===== src/rtl/branch_redirect_ctrl.sv =====
// Branch/jump redirect sequencer for the EX stage: it captures a taken target,
// drives the PC mux and pipeline flushes, and counts control-flow instructions.
//
// state    | meaning
// ---------+------------------------------------------------------------
// IDLE     | normal flow; stall_fetch follows mem_stall
// REDIRECT | PC mux selects captured target, flush IF/ID and ID/EX
// SETTLE   | flush IF/ID once more while the redirected fetch lands
module branch_redirect_ctrl (
   input  logic        clk,
   input  logic        rst_n,
   input  logic        ex_valid,
   input  logic [4:0]  ex_opcode,
   input  logic        ex_take,
   input  logic [15:0] ex_target,
   input  logic        mem_stall,
   output logic        pc_redirect,
   output logic [15:0] pc_redirect_addr,
   output logic        flush_ifid,
   output logic        flush_idex,
   output logic        stall_fetch,
   output logic [15:0] cf_count,
   output logic [15:0] taken_count
);

   localparam logic [1:0] IDLE     = 2'd0;
   localparam logic [1:0] REDIRECT = 2'd1;
   localparam logic [1:0] SETTLE   = 2'd2;

   logic [1:0] state;
   logic [1:0] stateNext;
   logic       isCf;
   logic       accept;
   logic       acceptTaken;

   always_comb begin
      isCf = 1'b0;
      casez (ex_opcode)
         5'b011??: isCf = 1'b1;
         5'b001??: isCf = 1'b1;
         default:  isCf = 1'b0;
      endcase
   end

   // Wrong-path instructions in REDIRECT/SETTLE never reach acceptance.
   assign accept      = (state == IDLE) && ex_valid && isCf && !mem_stall;
   assign acceptTaken = accept && ex_take;

   always_comb begin
      stateNext = state;
      case (state)
         IDLE:     if (acceptTaken) stateNext = REDIRECT;
         REDIRECT: if (!mem_stall)  stateNext = SETTLE;
         SETTLE:   if (!mem_stall)  stateNext = IDLE;
         default:  stateNext = IDLE;
      endcase
   end

   always_ff @(posedge clk or negedge rst_n) begin
      if (!rst_n) begin
         state <= IDLE;
      end else begin
         state <= stateNext;
      end
   end

   always_ff @(posedge clk or negedge rst_n) begin
      if (!rst_n) begin
         pc_redirect_addr <= 16'h0000;
      end else if (acceptTaken) begin
         pc_redirect_addr <= ex_target;
      end
   end

   // Both counters saturate independently; taken only ever steps alongside cf.
   always_ff @(posedge clk or negedge rst_n) begin
      if (!rst_n) begin
         cf_count    <= 16'h0000;
         taken_count <= 16'h0000;
      end else begin
         if (accept && (cf_count != 16'hFFFF)) begin
            cf_count <= cf_count + 16'd1;
         end
         if (acceptTaken && (taken_count != 16'hFFFF)) begin
            taken_count <= taken_count + 16'd1;
         end
      end
   end

   assign pc_redirect = (state == REDIRECT);
   assign flush_idex  = (state == REDIRECT);
   assign flush_ifid  = (state == REDIRECT) || (state == SETTLE);
   assign stall_fetch = (state == IDLE) && mem_stall;

endmodule


===== config.mk =====
export PLATFORM = sky130hd
export DESIGN_NAME = branch_redirect_ctrl
export DESIGN_NICKNAME = d
export VERILOG_FILES = /design/src/rtl/branch_redirect_ctrl.sv
export SDC_FILE = /design/constraint.sdc
export NUM_CORES = 1
export LEC_CHECK = 0
export ABC_AREA = 1
export CAP_MARGIN = 10
export CORE_ASPECT_RATIO = 0.6
export CORE_MARGIN = 2
export CORE_UTILIZATION = 45
export DETAILED_ROUTE_END_ITERATION = 6
export GPL_TIMING_DRIVEN = 0
export PLACE_DENSITY_LB_ADDON = 0.08
export SLEW_MARGIN = 15
export SYNTH_ARGS = -nofsm -noshare
export SYNTH_HDL_FRONTEND = slang
export SYNTH_SLANG_ARGS = --single-unit

===== constraint.sdc =====
create_clock -name clk -period 2.25 [get_ports clk]
set_input_delay 0.225 -clock clk [delete_from_list [all_inputs] [get_ports clk]]
set_output_delay 0.225 -clock clk [all_outputs]
set_load 0.05 [all_outputs]

== Word-level counts from Yosys, hierarchy flattened ==
Index checks and enable logic that the tools add are counted.
Word-level totals
  register bits: 50
  output and inout bits: 52
  logic and storage cells: 32
  input port bits: 26
Operators by class
  eq/ne operators: 9
  add/sub/neg operators: 2
  multiplexer cells: 5
  reduce and logical (&&, ||, !) cells: 12
Operator list (count)
  adder 16 x 1 -> 16 bit, second input constant: 2
  != test 16 bit, second input constant: 2
  logical AND 1 bit: 7
  2-to-1 mux 2 bit: 3
  != test 2 bit, second input constant: 3
  one-hot mux 2 bit (3 select lines): 1
  == test 3 x 1 -> 1 bit, second input constant: 1
  == test 3 x 2 -> 1 bit, second input constant: 1
  AND reduction 3 bit: 1
  == test 2 x 1 -> 1 bit, second input constant: 1
  == test 2 bit, second input constant: 1
  zero test 2 bit: 1
  OR reduction 2 bit: 1
  zero test 1 bit: 1
  logical OR 1 bit: 1
  2-to-1 mux 1 bit: 1

== Depth between registers and ports, before layout ==
  depth after elaboration: 8
  mapped depth: 11

== Worst setup path after synthesis ==
OpenSTA, ideal clock, no wires.
  kind: flip-flop to flip-flop
  start point: reg taken_count[0]
  end point: reg taken_count[9]
  cell stages (with the launch flop): 10
  clock period less this slack: 1886 ps
  data required time: 2132 ps
  data arrival time: 1768 ps
  buffers on the path: 1
  setup slack: 364 ps
  cells stage by stage: dfrtp_1 ha_1 inv_2 nor2_4 nand2_4 nor2_8 nor2_8 buf_6 nand2_1 nand2_1
Between the ends
  longest elaborated chain between the ends: 2
  elaborated cells on any way between the ends: 3
  those cells by class: add/sub: 1; eq/ne: 1; reduce/logical: 1
Ends and longest elaborated chain
  start, declared: line 23  | output logic [15:0] taken_count
  start signal, assigned: line 85  | taken_count <= taken_count + 16'd1;
  parallel branches: the longest is 2 deep, another holds adder 16 x 1 -> 16 bit
Parallel ways; which one is timed is not known.
A chain may end at the register's enable or synchronous reset.

== Worst setup path in the final report ==
  start point: reg state[0]
  end point: out stall_fetch
Between the ends
  longest elaborated chain between the ends: 2
Ends and longest elaborated chain
  start, declared: line 30  | logic [1:0] state;
  start signal, assigned: line 63  | state <= stateNext;
  zero test 2 bit: line 93  | assign stall_fetch = (state == IDLE) && mem_stall;
  logical AND 1 bit: line 93
  end, declared: line 21  | output logic stall_fetch,
Every way passes these cells.

==> impl_metrics.env <==
export IMPL_wirelength_um=6960
export IMPL_regToRegSetupSlack_ps=460
export IMPL_layout_drive_gt1_share=0.0987
export IMPL_slew_headroom=0.632
export IMPL_holdWs_ps=433
export IMPL_critPathMaxFanout=3
export IMPL_core_sq_mm=0.00617
export IMPL_crit_type="reg -> out"
export IMPL_die_area_sq_mm=0.00709
export IMPL_swShare=0.489
export IMPL_finalCriticalPeriod_ps=2160
export IMPL_area_delta_synth_final_pct=34.2
export IMPL_finalClockSkew_ps=6.99
export IMPL_hold_path_class="in -> async"
export IMPL_die_h_um=66.0
export IMPL_floorplan_rows=22
export IMPL_clk_latency_ps=310
export IMPL_rr_startpoint="state[0]"
export IMPL_fin_ws_ps=91.9
export IMPL_dr_pass1_iters=4
export IMPL_syn_nets=424
export IMPL_nNetsFinal=507
export IMPL_rsz0062_at_grt="no"
export IMPL_synth_edff_count=0
export IMPL_final_antenna_net_count=0
export IMPL_dp_cells=551
export IMPL_r2r_end="pc_redirect_addr[14]"
export IMPL_synth_yosys_warnings=0
export IMPL_wire_per_inst_um=12.4
export IMPL_syn_cell_area_sq_mm=0.00289
export IMPL_maxSlewViolCount=0
export IMPL_synth_async_reset_ratio=1.00
export IMPL_timing_fmax_mhz=463
export IMPL_post_route_period_util=0.959
export IMPL_path_clk_slew_ps=90
export IMPL_io_pins=78
export IMPL_crit_end="stall_fetch"
export IMPL_p_seq_frac=0.320
export IMPL_ys_types=24
export IMPL_vdd_drop_max_mv=0.729
export IMPL_cts_sinks=50
export IMPL_post_place_ws_ps=391
export IMPL_fin_cells=560
export IMPL_synth_area_leaders="dfrtp_1, nand2_1, inv_1"
export IMPL_hold_viol=0
export IMPL_htree_levels=2
export IMPL_antenna_found_initial=0
export IMPL_diodes=0
export IMPL_seq_area_frac_synth=0.433
export IMPL_yosysMostFrequentCell="nand2_1"
export IMPL_grt_total_usage=0.212
export IMPL_grt_pass1_vias=2495
export IMPL_dp_hpwl_um=5270
export IMPL_start_util=0.468
export IMPL_grt_overflow=0
export IMPL_critPathCaptureType="primary output"
export IMPL_clkPwrFrac=0.143
export IMPL_drv_cap=0
export IMPL_route_vias_total=2661
export IMPL_clockRootBuffer="clkbuf_8"
export IMPL_grt_pass1_wl_um=11800
export IMPL_cp_required_ps=2030
export IMPL_tightest_slew_ps=553
export IMPL_grt_start_max_net_pins=30
export IMPL_power_share_combinational=0.537
export IMPL_post_cts_buffers=0
export IMPL_layout_filler_cells=589
export IMPL_power_internal_uw=2310
export IMPL_via_per_inst=4.75
export IMPL_port_buffers=74
export IMPL_drcViolationCount=0
export IMPL_ys_ff_latch=50
export IMPL_cts_tree="yes"
export IMPL_cp_start_kind="flop"
export IMPL_p_switching_uw=2210
export IMPL_ys_flop_type="dfrtp_1"
export IMPL_arrival_ps=1930
export IMPL_cts_buffers=5
export IMPL_reg2regPathDepth=10
export IMPL_synthesis_instances=392
export IMPL_setup_violations=0
export IMPL_clockBufferDepth=2
export IMPL_synth_top_area_cell="dfrtp_1"
export IMPL_drt_iter0_drc=166
export IMPL_outcome="finished clean"
export IMPL_fin_setup_tns_ps=0
export IMPL_syn_mean_instance_area_sq_um=7.36
export IMPL_gp_congestion=0.817
export IMPL_synth_common_cells="nand2_1, dfrtp_1, inv_1"
export IMPL_cp_startpoint="state[0]"
export IMPL_cellLeakagePower_uw=0.00186
export IMPL_synth_top_area_frac=0.433
export IMPL_fp_dieW_um=107
export IMPL_p_per_area_mw_per_mm2=1170
[registers in the layout (all words and copies together) (netlist names)]
register / flops
cf_count: 16
pc_redirect_addr: 16
state: 2
taken_count: 16
[what timing repair did]
action / in CTS / in global routing
hold buffers: 1 / 0
endpoints found under the hold margin: 21 / 0
gates resized for setup: 0 / 1
setup endpoints to repair: 0 / 1
[power groups by stage]
stage               registers [uW]  clock network [uW]  logic [uW]
CTS                           1450                 662        2450
global route                  1500                 703        2590
global placement              1460                   0        2400
finish                        1450                 647        2430
floorplan                     2360                   0         721
detailed placement            1460                   0        2440
[critical path, cell delays in order (launching register included)]
cell and delay (ps):
dfrtp_1 410, inv_1 120, ha_1 210, nand2_1 60, inv_1 50, clkdlybuf4s50_1 790
[per-stage QoR]
step | power, uW | cell area, sq um | util
after floorplan | 3080 | 2890 | -
after global placement | 3860 | 3730 | 0.605
after detailed placement | 3900 | 3750 | 0.608
after CTS | 4550 | 3870 | 0.628
after global routing | 4790 | 3870 | 0.628
final | 4520 | 3870 | 0.628
[routing by layer]
layer | vias up | wire length, um | global-route usage | part of all wire
li1 | 1379 | - | - | -
met1 | 1192 | 3710 | 0.317 | 0.53
met2 | 84 | 2600 | 0.304 | 0.37
met3 | 6 | 586 | 0.0611 | 0.084
met4 | 0 | 56 | 0.0433 | 0.0081
met5 | - | 0 | 0 | 0
[placed cells by master, fill, tap and decap left out, types with 2 or more instances in the layout]
master and instances:
xor2_1 8, inv_1 30, xnor2_1 3, buf_6 4, dfrtp_1 50, ha_1 6
nand2_2 5, nand4_1 8, nor2_2 5, o21ai_0 14, clkdlybuf4s50_1 72, o21ai_2 8
nor2_8 2, nand3_1 20, buf_4 2, buf_2 2, nand2_1 184, clkinvlp_4 2
inv_2 4, nor2_4 3, nor2_1 29, nand2_4 2, clkbuf_8 5
[cell type report]
cell class / count / area [sq um] / share of cell area
inverters: 35 / 131 / 0.0339
plain buffers: 8 / 68.8 / 0.0178
well taps: 84 / 105 / 0.0271
multi-input cells: 299 / 1440 / 0.370
clock buffers: 5 / 68.8 / 0.0178
flip-flops and latches: 50 / 1250 / 0.323
repair buffers: 76 / 768 / 0.198
clock inverters: 3 / 45.0 / 0.0116
[worst min-delay path by stage]
stage                         start              endpoint  slack, ps  cells past startpoint
2_1_floorplan                 rst_n           cf_count[0]        -70                      0
3_3_place_gp   pc_redirect_addr[12]  pc_redirect_addr[12]        450                      2
3_5_place_dp                  rst_n       taken_count[13]        250                      1
4_1_cts                       rst_n        taken_count[5]        440                      2
5_1_grt               ex_target[10]  pc_redirect_addr[10]        450                      3
6_report                      rst_n       taken_count[13]        430                      2
[cell families after synthesis]
logic type	synth area share
adder cells (fa/ha/maj)	0.0260
XOR/XNOR	0.0334
AND/OR/NAND/NOR	0.388
flip-flops	0.433
buffers and inverters	0.0693
AO/OA/AOI/OAI	0.0503
Note: power is estimated with default switching activity, not from simulation.
